==> src/rtl/fpu_pipe_ctrl.sv <==
// FP control pipeline: destination tags and write flags through E1..E_STAGES and W,
// iterative divide/sqrt stall sequencing, and RAW hazard / forwarding selection.
module fpu_pipe_ctrl #(
    parameter int STAGES      = 3,
    parameter int RN_W        = 5,
    parameter int DIV_CYCLES  = 24,
    parameter int SQRT_CYCLES = 26
) (
    input  logic                     clk,
    input  logic                     clrn,
    input  logic                     issue_v,
    input  logic [2:0]               fc,
    input  logic                     wf,
    input  logic [RN_W-1:0]          fd,
    input  logic [RN_W-1:0]          fs,
    input  logic [RN_W-1:0]          ft,
    input  logic                     use_fs,
    input  logic                     use_ft,
    input  logic                     ein1,
    input  logic                     ein2,
    output logic                     e,
    output logic                     st_ds,
    output logic                     raw_stall,
    output logic [1:0]               fwd_s,
    output logic [1:0]               fwd_t,
    output logic [STAGES*RN_W-1:0]   en,
    output logic [STAGES-1:0]        ew,
    output logic [RN_W-1:0]          wn,
    output logic                     ww,
    output logic                     ds_busy
);
    localparam int MAXC  = (DIV_CYCLES > SQRT_CYCLES) ? DIV_CYCLES : SQRT_CYCLES;
    localparam int CNT_W = (MAXC > 2) ? $clog2(MAXC) : 1;

    typedef enum logic {IDLE, BUSY} state_t;

    state_t                      state_q, state_d;
    logic [CNT_W-1:0]            cnt_q, cnt_d;
    logic [STAGES-1:0]           ew_q;
    logic [STAGES-1:0][RN_W-1:0] en_q;
    logic [RN_W-1:0]             wn_q;
    logic                        ww_q;
    logic                        cancel, iter_in;
    logic [1:0][RN_W-1:0]        src;
    logic [1:0]                  use_v, stl;
    logic [1:0][1:0]             fwd;

    assign cancel  = ~ein2;
    assign ds_busy = (state_q == BUSY);
    assign st_ds   = ds_busy & ~cancel;
    assign e       = ein1 & ~st_ds;
    assign iter_in = issue_v & ~raw_stall & (fc[2:1] == 2'b11);

    // E1 write flag is only visible once qualified by ein2; a cancelled op is a bubble.
    always_comb begin
        ew    = ew_q;
        ew[0] = ew_q[0] & ein2;
    end

    assign en = en_q;
    assign wn = wn_q;
    assign ww = ww_q;

    // Nearest in-flight producer wins; anything still in E1..E(STAGES-1) cannot forward yet.
    always_comb begin
        src   = {ft, fs};
        use_v = {use_ft, use_fs};
        stl   = '0;
        fwd   = '0;
        for (int x = 0; x < 2; x++) begin
            if (use_v[x]) begin
                if (ww_q && wn_q == src[x])
                    fwd[x] = 2'd2;
                if (ew[STAGES-1] && en_q[STAGES-1] == src[x])
                    fwd[x] = 2'd1;
                for (int k = 0; k < STAGES-1; k++) begin
                    if (ew[k] && en_q[k] == src[x]) begin
                        stl[x] = 1'b1;
                        fwd[x] = 2'd0;
                    end
                end
            end
        end
    end

    assign raw_stall = issue_v & (|stl);
    assign fwd_s     = fwd[0];
    assign fwd_t     = fwd[1];

    always_comb begin
        state_d = state_q;
        cnt_d   = cnt_q;
        case (state_q)
            IDLE: begin
                if (e && iter_in) begin
                    state_d = BUSY;
                    cnt_d   = fc[0] ? CNT_W'(SQRT_CYCLES-1) : CNT_W'(DIV_CYCLES-1);
                end
            end
            BUSY: begin
                if (cancel) begin
                    state_d = IDLE;
                    cnt_d   = '0;
                end else if (ein1) begin
                    cnt_d = cnt_q - 1'b1;
                    if (cnt_q == CNT_W'(1))
                        state_d = IDLE;
                end
            end
        endcase
    end

    always_ff @(posedge clk or negedge clrn) begin
        if (!clrn) begin
            state_q <= IDLE;
            cnt_q   <= '0;
        end else begin
            state_q <= state_d;
            cnt_q   <= cnt_d;
        end
    end

    always_ff @(posedge clk or negedge clrn) begin
        if (!clrn) begin
            ew_q <= '0;
            en_q <= '0;
            wn_q <= '0;
            ww_q <= 1'b0;
        end else if (e) begin
            ew_q[0] <= issue_v & wf & ~raw_stall;
            en_q[0] <= fd;
            for (int k = 1; k < STAGES; k++) begin
                ew_q[k] <= ew[k-1];
                en_q[k] <= en_q[k-1];
            end
            ww_q <= ew[STAGES-1];
            wn_q <= en_q[STAGES-1];
        end
    end
endmodule

==> config.mk <==
export PLATFORM = sky130hd
export DESIGN_NAME = fpu_pipe_ctrl
export DESIGN_NICKNAME = d
export VERILOG_FILES = /design/src/rtl/fpu_pipe_ctrl.sv
export SDC_FILE = /design/constraint.sdc
export NUM_CORES = 1
export LEC_CHECK = 0
export CAP_MARGIN = 25
export CORE_MARGIN = 2
export CORE_UTILIZATION = 47
export DETAILED_ROUTE_END_ITERATION = 10
export HOLD_SLACK_MARGIN = 0.06
export PLACE_DENSITY = 0.82
export SYNTH_ARGS = -nofsm -noshare
export SYNTH_HDL_FRONTEND = slang
export SYNTH_SLANG_ARGS = --single-unit
==> constraint.sdc <==
create_clock -name clk -period 2.9 [get_ports clk]
set_input_delay 0.87 -clock clk [delete_from_list [all_inputs] [get_ports clk]]
set_output_delay 0.87 -clock clk [all_outputs]
set_load 0.01 [all_outputs]
==> impl_summary.txt <==
----------------------------------------------------
[Status]
  Run status ... complete, no violations

[Die]
  Horizontal extent of the die ... 66.9 µm
  Initial Utilization ... 49.7%
  Die Y ... 66.9 µm
  Number of rows created at floorplan ... 22
  DIE AREA ... 4480 µm²
  Top-level I/O count ... 58
  Area of the core ... 3740 µm²

[Worst setup path]
  Startpoint of the worst-slack reg-to-reg timing path ... en[3]
  Internal reg-to-reg setup slack ... 0.77 ns
  Critical Setup Path Class ... primary input to output pin
  Category of the worst setup path capture point ... output pin
  Critical Path Fanout Max ... 4
  Worst path arrival time ... 2.00 ns
  Worst Path Required ... 2.03 ns
  CP Launch Point ... ft[3]
  Startpoint type of the worst setup path ... primary input

[STA]
  Final Hold Violating Endpoints ... 0
  Peak Freq ... 349 MHz
  Minimum clock period after layout ... 2.87 ns
  Normalized max-slew margin ... 62.4%
  Worst Max-Slew Pin Slew ... 0.558 ns
  Setup-failing EPs final ... 0
  Setup Skew ... 0.00400 ns
  Fin. max-slew vios ... 0
  Unrepaired setup endpoints after global routing ... yes
  Hold WS ... 0.558 ns
  Final cycle utilization of the critical path ... 98.9%

[Yosys]
  Net count of the mapped netlist ... 198
  Area fraction of the dominant cell type after synthesis ... 40.3%
  Unique masters post-synth ... 36
  Yosys reg bits ... 30
  Post-synthesis instance total ... 170
  Leading cell types by total area after synthesis ... sky130_fd_sc_hd__dfrtp_1 (40%), sky130_fd_sc_hd__xor2_1 (15%), sky130_fd_sc_hd__mux2_2 (14%)
  Largest area contributor in the synthesized netlist ... sky130_fd_sc_hd__dfrtp_1
  Synthesized area per cell ... 10.9 µm²
  Async set-reset flop share out of synthesis ... 100%
  Count of flip-flops with a built-in enable after synthesis ... 0
  Sequential element share of the synthesized area ... 40.3%
  Number of warnings reported in the yosys synthesis log ... 0
  Predominant post-synthesis flop cell ... sky130_fd_sc_hd__dfrtp_1
  Netlist area before placement ... 1860 µm²

[Place]
  Number of port buffers ... 57
  Instance area at placement ... 2630 µm²
  Detailed Place HPWL ... 3550 µm
  Final weighted congestion in routability-driven placement ... 0.861

[Cells and area]
  Summed area of non-filler cells in the final layout ... 2810 µm²
  Layout Area Growth over Synthesis ... 51.1%
  Combined flip-flop and latch cell area ... 751 µm²
  Number of fill cells in the layout ... 287
  Area occupied by multi-input gates ... 1190 µm²
  Final net count ... 282
  Share of final-layout standard cells stronger than drive strength 1 ... 37.4%
  Core utilization of the finished layout ... 75.1%
  Number of antenna repair diodes ... 0

[Power and ir drop]
  Pwr per Cell Area ... 549 nW/µm²
  Peak supply drop ... 380 µV
  Leak ... 1.27 nW

[Drt]
  Routed len/inst ... 16.0 µm
  Total Wirelength ... 4830 µm
  DRT Pass-1 Iters ... 5
  Number of routed nets with antenna violations ... 0
  Total number of vias ... 1566
  Violation count after the first detailed-route iteration ... 114
  Number of remaining DRC errors ... 0
  Vias per inst ... 5.19

[CTS]
  CTS sink cnt ... 30
  Clock slew at reported path FFs ... 0.06 ns
  Clock insertion delay at the later pin of the skew report ... 0.28 ns
  Maximum number of buffers from clock root to sink ... 2
  TritonCTS clock tree ... yes
  H-tree lvl count ... 2
  Root buffer cell ... sky130_fd_sc_hd__clkbuf_8
  Number of buffers inserted by hold repair at cts ... 0
  TritonCTS Buffers ... 5

[GRT]
  Total global routing track utilization ... 23.4%
  Largest net degree at the start of global routing ... 31
  Global-route wire length before repair ... 7590 µm
  Vias in the first global route ... 1561
  Global route total overflow ... 0
  Number of antenna violations at the first check in global routing ... 0

[Flow run]
  Max-cap viol count ... 0

[Min path]
  Min-delay worst type ... register to register
  Worst hold path startpoint ... cnt_q[1]

----------------------------------------------------
timing repair:
action | CTS | global route
endpoints found under the setup margin | 8 | 6
buffers inserted | 0 | 3
gates resized for setup | 70 | 27
pin swaps | 16 | 19
worst max-delay path, stage by stage:
cell and delay [ns]:
sky130_fd_sc_hd__buf_2 0.13, sky130_fd_sc_hd__buf_4 0.13, sky130_fd_sc_hd__xnor2_1 0.12, sky130_fd_sc_hd__and2_4 0.15
sky130_fd_sc_hd__a32o_2 0.27, sky130_fd_sc_hd__o21a_1 0.19, sky130_fd_sc_hd__buf_2 0.14
kinds of logic (layout without fill, tap and decap cells):
kind of cell             Yosys count  count (layout)  synth area share [%]
AND/OR/NAND/NOR                   42              42                  12.3
XOR/XNOR                          41              41                  19.3
flip-flops                        30              30                  40.3
multiplexers                      25              25                  15.5
AO/OA/AOI/OAI                     19              19                  8.41
buffers and inverters             11              95                  2.76
adder cells (fa/ha/maj)            2               2                  1.34
cells in the mapped netlist, drive strengths merged (4+ instances only):
cell type,instances
xor2,32
dfrtp,30
mux2,25
nand2,9
nor4,9
xnor2,9
inv,6
nor2,5
o21ai,5
and2,4
buf,4
final cells by class:
cell class,instances,share of cell area [%]
Inverter,6,0.801
Timing Repair Buffer,82,25.4
Clock buffer,7,2.71
Sequential cell,30,26.7
Tap cell,48,2.14
Multi-Input combinational cell,129,42.3
power by group:
part | internal, mW | switching [mW] | total (mW) | leakage (nW)
sequential | 0.505 | 0.138 | 0.643 | 0.362
clock | 0.165 | 0.139 | 0.303 | 0.0383
combinational | 0.354 | 0.243 | 0.596 | 0.864
total | 1.02 | 0.519 | 1.54 | 1.27
metal layers:
metal  track usage (%)  wire length, µm  vias up
li1                  -                -      760
met1              29.7             2190      751
met2              39.0             2320       51
met3              7.09              277        4
met4              5.36               40        0
met5                 0                0        -
worst paths after layout:
| check | to | cells after the start |
|---|---|---|
| max | raw_stall | 7 |
| min | cnt_q[1] | 1 |
| max reg2reg | cnt_q[1] | 8 |
| min reg2reg | cnt_q[1] | 1 |
| max in group asynchronous | en[0] | 2 |
| min in group asynchronous | wn[3] | 2 |
cell usage in the layout (no fill, tap or decap), drive strengths merged, types with 2 or more instances in the layout:
cell / Yosys / layout
ha: 2 / 2
a31o: 2 / 2
xnor2: 9 / 9
nand4: 2 / 2
nand2: 9 / 9
clkdlybuf4s50: 0 / 37
xor2: 32 / 32
a32oi: 2 / 2
nand3: 2 / 2
dfrtp: 30 / 30
and2: 4 / 4
nor2: 5 / 5
clkbuf: 1 / 7
nor3: 2 / 2
buf: 4 / 40
nor3b: 2 / 2
o21ai: 5 / 5
a32o: 2 / 2
dlygate4sd2: 0 / 3
inv: 6 / 6
and3: 2 / 2
nor4: 9 / 9
mux2: 25 / 25
through the flow:
stage	worst slack [ns]	instances	total power, mW	setup TNS, ns
finish	0.0324	302	1.54	0
global route	-0.0205	302	1.64	-0.0305
CTS	-0.0141	299	1.52	-0.0141
detailed placement	-0.850	292	1.19	-4.93
global placement	-0.831	292	1.19	-4.82
floorplan	0.245	170	0.901	0
state kept, by name (all words and copies together), names as in the netlist:
| register | cells |
|---|---|
| en | 15 |
| cnt_q | 5 |
| wn | 5 |
| ew_q | 3 |
| ds_busy | 1 |
| ww | 1 |
Note: power is estimated with default switching activity, not from simulation.
